**src/rtl/fuse_pkg.sv**
```systemverilog
// Shared types, default sizing and parity helper for the eFuse auto-load controller.
package fuse_pkg;

  localparam int unsigned FUSE_WORD_NUM  = 8;
  localparam int unsigned FUSE_ADDR_W    = 3;
  localparam int unsigned FUSE_DATA_W    = 16;
  localparam int unsigned FUSE_RD_CYC    = 4;
  localparam int unsigned FUSE_MAX_RETRY = 2;
  localparam int unsigned PAR_MAX_W      = 64;

  typedef enum logic [2:0] {
    ST_IDLE = 3'd0,
    ST_RD   = 3'd1,
    ST_CAP  = 3'd2,
    ST_WR   = 3'd3,
    ST_DONE = 3'd4
  } fuse_state_e;

  // Zero-extension leaves the XOR reduction unchanged, so one width serves all callers.
  function automatic logic odd_par_ok(input logic [PAR_MAX_W-1:0] v);
    return ^v;
  endfunction

endpackage

```
**src/rtl/fuse_load_ctrl_if.sv**
```systemverilog
// Fuse macro read port and shadow register write port seen by the load controller.
interface fuse_load_ctrl_if
  import fuse_pkg::*;
#(
  parameter int unsigned ADDR_W = FUSE_ADDR_W,
  parameter int unsigned DATA_W = FUSE_DATA_W
);

  logic [DATA_W-1:0] fuse_dout;
  logic              fuse_par;
  logic [ADDR_W-1:0] fuse_addr;
  logic              fuse_rden;
  logic              shd_we;
  logic [ADDR_W-1:0] shd_addr;
  logic [DATA_W-1:0] shd_wdata;

  modport master (
    input  fuse_dout, fuse_par,
    output fuse_addr, fuse_rden, shd_we, shd_addr, shd_wdata
  );

  modport slave (
    output fuse_dout, fuse_par,
    input  fuse_addr, fuse_rden, shd_we, shd_addr, shd_wdata
  );

endinterface

```
**src/rtl/fuse_par_chk.sv**
```systemverilog
// Combinational odd-parity checker over a fuse word and its parity bit.
module fuse_par_chk
  import fuse_pkg::*;
#(
  parameter int unsigned DATA_W = FUSE_DATA_W
) (
  input  logic [DATA_W:0] i_vec,
  output logic            o_ok_c
);

  assign o_ok_c = odd_par_ok(PAR_MAX_W'(i_vec));

endmodule

```
**src/rtl/fuse_load_ctrl.sv**
```systemverilog
// eFuse auto-load sequencer: reads each fuse word, checks parity with bounded
// retries and copies it into the shadow registers while holding the clock open.
module fuse_load_ctrl
  import fuse_pkg::*;
#(
  parameter int unsigned WORD_NUM  = FUSE_WORD_NUM,
  parameter int unsigned ADDR_W    = FUSE_ADDR_W,
  parameter int unsigned DATA_W    = FUSE_DATA_W,
  parameter int unsigned RD_CYC    = FUSE_RD_CYC,
  parameter int unsigned MAX_RETRY = FUSE_MAX_RETRY
) (
  input  logic                    clk,
  input  logic                    rst_n,
  input  logic                    load_start,
  input  logic                    sw_reload,
  fuse_load_ctrl_if.master        bus,
  output logic                    load_busy,
  output logic                    load_done,
  output logic                    load_err,
  output logic                    clk_hold
);

  localparam int unsigned CYC_W = (RD_CYC > 1) ? $clog2(RD_CYC) : 1;
  localparam int unsigned RTY_W = (MAX_RETRY > 0) ? $clog2(MAX_RETRY + 1) : 1;

  fuse_state_e       r_state, w_state_nxt;
  logic              r_start_d;
  logic              r_auto_used, w_auto_used_nxt;
  logic [ADDR_W-1:0] r_word, w_word_nxt;
  logic [RTY_W-1:0]  r_retry, w_retry_nxt;
  logic [CYC_W-1:0]  r_cyc, w_cyc_nxt;
  logic              r_err, w_err_nxt;
  logic [DATA_W-1:0] w_wdata_nxt;

  logic              r_busy, r_done, r_rden, r_we;
  logic [ADDR_W-1:0] r_addr, r_shd_addr;
  logic [DATA_W-1:0] r_wdata;

  logic w_par_ok, w_idle_or_done, w_start_edge, w_auto_acc, w_go;

  fuse_par_chk #(.DATA_W(DATA_W)) u_par_chk (
    .i_vec  ({bus.fuse_dout, bus.fuse_par}),
    .o_ok_c (w_par_ok)
  );

  // Triggers are only accepted while no load is in flight.
  assign w_idle_or_done = (r_state == ST_IDLE) || (r_state == ST_DONE);
  assign w_start_edge   = load_start & ~r_start_d;
  assign w_auto_acc     = w_start_edge & ~r_auto_used & w_idle_or_done;
  assign w_go           = w_auto_acc | (sw_reload & w_idle_or_done);

  always_comb begin
    w_state_nxt     = r_state;
    w_word_nxt      = r_word;
    w_retry_nxt     = r_retry;
    w_cyc_nxt       = r_cyc;
    w_err_nxt       = r_err;
    w_wdata_nxt     = '0;
    w_auto_used_nxt = r_auto_used | w_auto_acc;

    case (r_state)
      ST_IDLE, ST_DONE: begin
        if (w_go) begin
          w_state_nxt = ST_RD;
          w_word_nxt  = '0;
          w_retry_nxt = '0;
          w_cyc_nxt   = '0;
          w_err_nxt   = 1'b0;
        end
      end
      ST_RD: begin
        if (r_cyc == CYC_W'(RD_CYC - 1)) begin
          w_cyc_nxt   = '0;
          w_state_nxt = ST_CAP;
        end else begin
          w_cyc_nxt = r_cyc + CYC_W'(1);
        end
      end
      ST_CAP: begin
        if (w_par_ok) begin
          w_wdata_nxt = bus.fuse_dout;
          w_state_nxt = ST_WR;
        end else if (r_retry < RTY_W'(MAX_RETRY)) begin
          w_retry_nxt = r_retry + RTY_W'(1);
          w_state_nxt = ST_RD;
        end else begin
          // Retries exhausted: flag it and shadow a known-zero word.
          w_err_nxt   = 1'b1;
          w_state_nxt = ST_WR;
        end
      end
      ST_WR: begin
        w_retry_nxt = '0;
        if (r_word == ADDR_W'(WORD_NUM - 1)) begin
          w_state_nxt = ST_DONE;
        end else begin
          w_word_nxt  = r_word + ADDR_W'(1);
          w_state_nxt = ST_RD;
        end
      end
      default: w_state_nxt = ST_IDLE;
    endcase
  end

  // State, counters and registered outputs all load from the next-state view.
  always_ff @(posedge clk or negedge rst_n) begin
    if (!rst_n) begin
      r_state     <= ST_IDLE;
      r_start_d   <= 1'b0;
      r_auto_used <= 1'b0;
      r_word      <= '0;
      r_retry     <= '0;
      r_cyc       <= '0;
      r_err       <= 1'b0;
      r_busy      <= 1'b0;
      r_done      <= 1'b0;
      r_rden      <= 1'b0;
      r_we        <= 1'b0;
      r_addr      <= '0;
      r_shd_addr  <= '0;
      r_wdata     <= '0;
    end else begin
      r_state     <= w_state_nxt;
      r_start_d   <= load_start;
      r_auto_used <= w_auto_used_nxt;
      r_word      <= w_word_nxt;
      r_retry     <= w_retry_nxt;
      r_cyc       <= w_cyc_nxt;
      r_err       <= w_err_nxt;
      r_busy      <= (w_state_nxt == ST_RD) || (w_state_nxt == ST_CAP) ||
                     (w_state_nxt == ST_WR);
      r_done      <= (w_state_nxt == ST_DONE);
      r_rden      <= (w_state_nxt == ST_RD);
      r_we        <= (w_state_nxt == ST_WR);
      r_addr      <= w_word_nxt;
      r_shd_addr  <= (w_state_nxt == ST_WR) ? w_word_nxt : '0;
      r_wdata     <= w_wdata_nxt;
    end
  end

  assign bus.fuse_addr = r_addr;
  assign bus.fuse_rden = r_rden;
  assign bus.shd_we    = r_we;
  assign bus.shd_addr  = r_shd_addr;
  assign bus.shd_wdata = r_wdata;
  assign load_busy     = r_busy;
  assign load_done     = r_done;
  assign load_err      = r_err;
  assign clk_hold      = r_busy;

endmodule

```
**src/flat_wrapper.sv**
```systemverilog
// flat-port wrapper written by rule: the top's interface ports become plain ports
module fuse_load_ctrl_flat import fuse_pkg::*;
#(
  parameter int unsigned WORD_NUM  = FUSE_WORD_NUM,
  parameter int unsigned ADDR_W    = FUSE_ADDR_W,
  parameter int unsigned DATA_W    = FUSE_DATA_W,
  parameter int unsigned RD_CYC    = FUSE_RD_CYC,
  parameter int unsigned MAX_RETRY = FUSE_MAX_RETRY
)
  (clk, rst_n, load_start, sw_reload, load_busy, load_done, load_err, clk_hold, bus_fuse_dout, bus_fuse_par, bus_fuse_addr, bus_fuse_rden, bus_shd_we, bus_shd_addr, bus_shd_wdata);
  fuse_load_ctrl_if #(.ADDR_W(ADDR_W), .DATA_W(DATA_W)) bus_i ();
  input  logic clk;
  input  logic rst_n;
  input  logic load_start;
  input  logic sw_reload;
  output logic load_busy;
  output logic load_done;
  output logic load_err;
  output logic clk_hold;
  input wire logic [$bits(bus_i.fuse_dout)-1:0] bus_fuse_dout;
  input wire logic [$bits(bus_i.fuse_par)-1:0] bus_fuse_par;
  output wire logic [$bits(bus_i.fuse_addr)-1:0] bus_fuse_addr;
  output wire logic [$bits(bus_i.fuse_rden)-1:0] bus_fuse_rden;
  output wire logic [$bits(bus_i.shd_we)-1:0] bus_shd_we;
  output wire logic [$bits(bus_i.shd_addr)-1:0] bus_shd_addr;
  output wire logic [$bits(bus_i.shd_wdata)-1:0] bus_shd_wdata;
  assign bus_i.fuse_dout = bus_fuse_dout;
  assign bus_i.fuse_par = bus_fuse_par;
  assign bus_fuse_addr = bus_i.fuse_addr;
  assign bus_fuse_rden = bus_i.fuse_rden;
  assign bus_shd_we = bus_i.shd_we;
  assign bus_shd_addr = bus_i.shd_addr;
  assign bus_shd_wdata = bus_i.shd_wdata;
  fuse_load_ctrl #(.WORD_NUM(WORD_NUM), .ADDR_W(ADDR_W), .DATA_W(DATA_W), .RD_CYC(RD_CYC), .MAX_RETRY(MAX_RETRY)) u_core (.clk(clk), .rst_n(rst_n), .load_start(load_start), .sw_reload(sw_reload), .bus(bus_i), .load_busy(load_busy), .load_done(load_done), .load_err(load_err), .clk_hold(clk_hold));
endmodule
```
**config.mk**
```make
export PLATFORM = sky130hd
export DESIGN_NAME = fuse_load_ctrl_flat
export DESIGN_NICKNAME = d
export VERILOG_FILES = /design/src/rtl/fuse_pkg.sv /design/src/rtl/fuse_load_ctrl_if.sv /design/src/rtl/fuse_par_chk.sv /design/src/rtl/fuse_load_ctrl.sv /design/src/flat_wrapper.sv
export SDC_FILE = /design/constraint.sdc
export NUM_CORES = 1
export LEC_CHECK = 0
export ABC_AREA = 0
export BUFFER_PORTS_ARGS = -buffer_cell sky130_fd_sc_hd__clkbuf_2
export CAP_MARGIN = 20
export CELL_PAD_IN_SITES_DETAIL_PLACEMENT = 0
export CELL_PAD_IN_SITES_GLOBAL_PLACEMENT = 1
export CORE_MARGIN = 2
export CORE_UTILIZATION = 38
export DETAILED_ROUTE_END_ITERATION = 7
export PLACE_DENSITY = 0.77
export SLEW_MARGIN = 25
export SYNTH_ARGS = -nofsm -noshare
export SYNTH_HDL_FRONTEND = slang
export SYNTH_SLANG_ARGS = --single-unit
```
**constraint.sdc**
```tcl
create_clock -name clk -period 1.8 [get_ports clk]
set_clock_uncertainty 0.1 [all_clocks]
set_input_delay 0.45 -clock clk [delete_from_list [all_inputs] [get_ports clk]]
set_output_delay 0.45 -clock clk [all_outputs]
set_load 0.01 [all_outputs]
```
## Word-level counts from Yosys, hierarchy flattened

Index checks and enable logic that the tools add are counted.
W data, S select, Z words.

| storage, ports and cells | value |
|---|---|
| register bits | 36 |
| input port bits | 21 |
| output and inout bits | 28 |
| logic and storage cells | 73 |

| cells by class | value |
|---|---|
| add/subtract/negate cells | 3 |
| order comparisons | 1 |
| eq/ne operators | 14 |
| muxes and demuxes | 22 |
| bitwise operators | 8 |
| reduce and logical (&&, ||, !) cells | 12 |

Operator list:

| cell | count |
|---|---|
| $reduce_xor A64 Y1 | 1 |
| $mux W16 | 2 |
| $mux W3 | 7 |
| $eq A3 B2 Y1 const B | 4 |
| $pmux W3 S4 | 1 |
| $mux W2 | 5 |
| $eq A3 B3 Y1 const B | 3 |
| $reduce_and A4 Y1 | 2 |
| $eq A3 B1 Y1 const B | 2 |
| $pmux W2 S3 | 1 |
| $pmux W3 S2 | 1 |
| $add A2 B1 Y2 const B | 2 |
| $and A1 B1 Y1 | 4 |
| $ne A2 B1 Y1 const B | 2 |
| $ne A2 B2 Y1 const B | 2 |
| $pmux W2 S2 | 1 |
| $reduce_bool A2 Y1 | 2 |
| $add A3 B1 Y3 const B | 1 |
| $logic_not A3 Y1 | 1 |
| $logic_or A1 B1 Y1 | 3 |
| $mux W1 | 3 |
| $reduce_bool A3 Y1 | 1 |
| $eq A2 B2 Y1 const B | 1 |
| $lt A2 B2 Y1 const B | 1 |
| other kinds (5) | 7 |

## Longest topological paths before layout

| depth | value |
|---|---|
| depth after elaboration | 10 |
| mapped depth | 9 |
| depth with buffers taken out | 9 |

## By module

A second synthesis with hierarchy kept.

| second synthesis, totals | value |
|---|---|
| cells, all modules | 137 |
| area total of the unflattened synthesis | 1616.6 µm² |

Modules (own cells, without submodules):

| module | instances | cells an instance | area each (µm²) | seq. area each (µm²) |
|---|---|---|---|---|
| fuse_load_ctrl | 1 | 122 | 1471.4 | 900.9 |
| fuse_par_chk | 1 | 15 | 145.1 | 0.0 |

## Least setup slack after synthesis

No wires, ideal clock.

| timing path | value |
|---|---|
| kind | input port to flip-flop |
| from | input bus_fuse_dout[2] |
| to | register u_core.r_busy, in the netlist u_core.clk_hold |
| arrival | 2.079 ns |
| slack | -0.445 ns |
| stages | 9 |
| buffers on the path | 0 |
| cells stage by stage | xor2_1 > xnor2_1 > xnor2_1 > xnor2_1 > ha_1 > nor2b_1 > or3_1 > a21oi_1 > nand2b_1 |

| on the way | value |
|---|---|
| word-level cells in the longest chain between the ends | 6 |

RTL lines:

| element | RTL line | text |
|---|---|---|
| start: declaration | flat_wrapper.sv:20 | `input wire logic [$bits(bus_i.fuse_dout)-1:0] bus_fuse_dout;` |
| $reduce_xor A64 Y1 * | fuse_pkg.sv:21 | `return ^v;` |
| $mux W3 * | fuse_load_ctrl.sv:80 | `if (w_par_ok) begin` |
| $pmux W3 S4 * | fuse_load_ctrl.sv:61 | `case (r_state)` |
| via u_core.w_state_nxt[1] | fuse_load_ctrl.sv:26 | `fuse_state_e r_state, w_state_nxt;` |
| $eq A3 B1 Y1 / $eq A3 B2 Y1 (equally long branches) | fuse_load_ctrl.sv:130 | `r_busy <= (w_state_nxt == ST_RD) \|\| (w_state_nxt == ST_CAP) \|\|` |
| $logic_or A1 B1 Y1 | fuse_load_ctrl.sv:130 |  |
| $logic_or A1 B1 Y1 * | fuse_load_ctrl.sv:130 |  |
| end signal: assignment | fuse_load_ctrl.sv:130 |  |
| end: declaration | fuse_load_ctrl.sv:35 | `logic r_busy, r_done, r_rden, r_we;` |

Mark *: on every way through the listed nets, which the timed path passes. The rest lies on a longest branch.
A chain may end at the register's enable or synchronous reset.

## Worst setup path in the final report

| timing path | value |
|---|---|
| from | input bus_fuse_dout[14] |
| to | register u_core.r_err, in the netlist u_core.load_err |

| on the way | value |
|---|---|
| word-level cells in the longest chain between the ends | 3 |

RTL lines:

| element | RTL line | text |
|---|---|---|
| $reduce_xor A64 Y1 | fuse_pkg.sv:21 |  |
| $ne A2 B2 Y1 (no line) | n/a |  |
| $reduce_and A4 Y1 (no line) | n/a |  |
| end signal: assignment | fuse_load_ctrl.sv:129 | `r_err <= w_err_nxt;` |
| end: declaration | fuse_load_ctrl.sv:32 | `logic r_err, w_err_nxt;` |

Every way passes these cells.

==> summary.md <==
| Metric | Value |
|---|---|
| Reg power frac | `0.385` |
| Via-per-instance ratio | `between 4 and 5` |
| Fmax | `0.477 GHz` |
| Initial antenna violation count | `0` |
| Synthesized Nets | `roughly 160` |
| Final worst slack | `-0.298 ns` |
| Status | `finished, violations left` |
| Register area share after synthesis | `0.584` |
| IO Pins | `49` |
| Total grt overflow | `0` |
| Drt drc | `0` |
| Reg area | `901 µm²` |
| Largest stage delay on the critical path | `0.31 ns` |
| Syn Inst Count | `about 140` |
| Clock power share | `0.213` |
| Leakage power | `0.00109 µW` |
| Top cells by area, synth | `dfrtp_1 (58%), xnor2_1 (7.4%), and2_1 (6.9%), o21ai_0 (2.6%), ha_1 (2.4%)` |
| GRT Util Overall | `0.154` |
| Number of distinct library cells after synthesis | `31` |
| Combinational share of power | `0.402` |
| Crit path DAT | `2.17 ns` |
| Drt first pass iters | `4` |
| Pin count of the biggest net entering global routing | `21` |
| Worst-path clk slew | `about 0.07 ns` |
| Dominant cell type by area after synthesis | `dfrtp_1` |
| GP Congestion | `0.780` |
| Row count | `23` |
| Class of the worst hold path | `input port to async pin` |
| Synthesized area | `between 1500 and 2000 µm²` |
| Peak supply drop | `596 µV` |
| Die H | `slightly below 70 µm` |
| Final setup vio count | `25` |
| PD cells | `between 1000 and 1500 nW/µm²` |
| Chip width | `approximately 68 µm` |
| Crit path time final | `2.10 ns` |
| CP Capture Type | `flop` |
| Hold Worst Slack | `approximately 0.0057 ns` |
| WL/cell | `13.0 µm` |
| Startpoint Class | `input port` |
| CTS max path bufs | `2` |
| Slew at the pin closest to its max-slew limit | `slightly above 0.6 ns` |
| Post-DRT Antenna Nets | `0` |
| Post-synth top area share | `0.584` |
| CTS tree | `done` |
| Switching share of power | `0.338` |
| Routed via count | `1181` |
| Violations in the final reports | `negative setup slack` |
| Synthesis Warnings | `0` |
| Clk_lat worst skew | `0.28 ns` |
| First-pass GRT wire length | `roughly 5.2 mm` |
| Crit share post-route | `1.17` |
| Final wirelength | `about 3.2 mm` |
| Final-stage net count | `~220` |
| Die area | `between 4000 and 5000 µm²` |
| Crit-path cells | `buf_6 -> xor2_1 -> xnor2_1 -> xnor2_1 -> xnor2_1 -> ha_1 -> buf_4 -> buf_6 -> buf_6 -> nand3b_1 -> a211oi_2 -> o21a_1` |
| Vias in the first global route | `~1200` |
| DP HPWL | `roughly 2.3 mm` |
| Fillers | `~380` |
| Crit Path Max Fanout | `3` |
| Sink Count | `36` |
| Tot Pwr | `roughly 2900 µW` |
| Layout cell share with drive strength beyond 1 | `0.406` |
| Setup CP Type | `input port to flop` |
| RSZ-0062 raised after global routing | `true` |
| H-tree depth | `2` |
| CTS buffer count | `5` |
| #FFs+latches synth | `36` |
| Area of the multi-input gates | `approximately 660 µm²` |
| Starting Density | `0.391` |
| Max_cap viols | `0` |
| Syn avg cell area | `about 11 µm²` |
| Slew headroom | `0.588` |
| Worst path slowest cell | `ha_1` |
| Core area | `between 3000 and 4000 µm²` |
| N_diodes | `0` |
| CP Data Required Time | `1.87 ns` |
| 1st-iter DRT viols | `74` |
| DP Worst Slack | `-0.621 ns` |
| Slew Limit Fails | `0` |
| Final hold vios | `0` |
| Root buf cell | `clkbuf_8` |
| # port buffers | `48` |
| Switching power | `just under 1000 µW` |
| Layout area overhead | `37.8%` |
| Cell-internal power | `roughly 1900 µW` |
-- per-stage QoR --
step,instances,setup TNS [ns],utilization,instance area [µm²]
2_1_floorplan,137,-2.54,-,1560
3_3_place_gp,237,-10.0,0.482,1900
3_5_place_dp,237,-10.64,0.482,1900
4_1_cts,245,-4.56,0.515,2030
5_1_grt,247,-8.58,0.539,2120
6_report,247,-6.17,0.539,2120
-- flip-flops by register name, indices dropped and copies added, names as in the netlist, 2 cells and up --
name,flops
u_core.bus.shd_wdata,16
u_core.bus.shd_addr,3
u_core.r_state,3
u_core.r_word,3
u_core.r_cyc,2
u_core.r_retry,2
-- layer usage --
| metal | global-route usage | part of all wire | wire [µm] |
|---|---|---|---|
| met1 | 0.178 | 0.39 | 1240 |
| met2 | 0.266 | 0.52 | 1690 |
| met3 | 0.0533 | 0.077 | 247 |
| met4 | 0.0459 | 0.011 | 36 |
| met5 | 0 | 0 | 0 |
-- cells by family after synthesis --
| kind of cell | count (synthesis) | share of synthesized area |
|---|---|---|
| adders and majority gates | 3 | 0.0244 |
| muxes | 1 | 0.00649 |
| and+or+nand+nor | 50 | 0.183 |
| xor gates and xnor gates | 15 | 0.0852 |
| DFF | 36 | 0.584 |
| AOI/OAI and AO/OA | 21 | 0.0828 |
| buffers and inverters | 11 | 0.0333 |
-- synth_stat cells, drive strengths merged --
cell type / instances
a211oi: 2
a21oi: 5
a22oi: 1
a2bb2oi: 1
a31o: 1
and2: 17
and3: 1
and3b: 1
buf: 4
dfrtp: 36
ha: 3
inv: 7
mux2i: 1
nand2: 7
nand2b: 2
nand3: 5
nand3b: 2
nor2: 8
nor2b: 2
nor3: 1
nor3b: 1
nor4: 1
o21a: 2
o21ai: 8
o31ai: 1
or3: 2
xnor2: 13
xor2: 2
-- timing repair --
action | 4_1_cts | 5_1_grt
endpoints found under the setup margin | 23 | 28
pin swaps | 7 | 12
hold buffers | 0 | 0
resized for setup | 6 | 21
buffers inserted | 2 | 2
-- worst paths after layout --
check | slack, ns | start | endpoint | cells after the start
max | -0.30 | bus_fuse_dout[14] | u_core.load_err | 12
min | 0.006 | rst_n | u_core.r_word[1] | 1
max reg2reg | 0.13 | u_core.r_state[0] | u_core.bus.fuse_rden | 4
min reg2reg | 0.38 | u_core.r_auto_used | u_core.r_auto_used | 1
max in group asynchronous | 1.14 | rst_n | u_core.bus.shd_wdata[6] | 2
min in group clk | 0.21 | load_start | u_core.r_start_d | 1
-- power by group through the flow --
stage	sequential [µW]	combinational (µW)	clock, µW
2_1_floorplan	1100	625	0
3_3_place_gp	1090	939	0
3_5_place_dp	1100	967	0
4_1_cts	1100	1040	616
5_1_grt	1120	1280	658
6_report	1100	1150	606
-- worst max-delay path, delay by kind of cell --
kind            cells  cell delay [ns]
fa+ha+maj           1             0.31
simple gates        1             0.09
compound gates      2             0.24
xor+xnor            4             0.62
buf+inv             4             0.45
-- area by class of cell --
type	count	area share
tap	50	0.0294
timing repair buffer	57	0.180
multi-input combinational	90	0.309
inverter	7	0.0124
clock buffer	7	0.0453
sequential	36	0.424
-- cell usage in the layout, fill, tap and decap left out, types with 3 or more instances in the layout --
| cell type | instances |
|---|---|
| nand3_1 | 4 |
| a21oi_1 | 3 |
| inv_1 | 5 |
| ha_1 | 3 |
| buf_4 | 4 |
| buf_6 | 9 |
| clkbuf_2 | 42 |
| dfrtp_1 | 36 |
| nand2_1 | 6 |
| and2_1 | 17 |
| clkbuf_8 | 7 |
| nor2_1 | 7 |
| o21ai_0 | 7 |
| xnor2_2 | 4 |
| xnor2_1 | 9 |
Power figures use the tool's default switching activity.
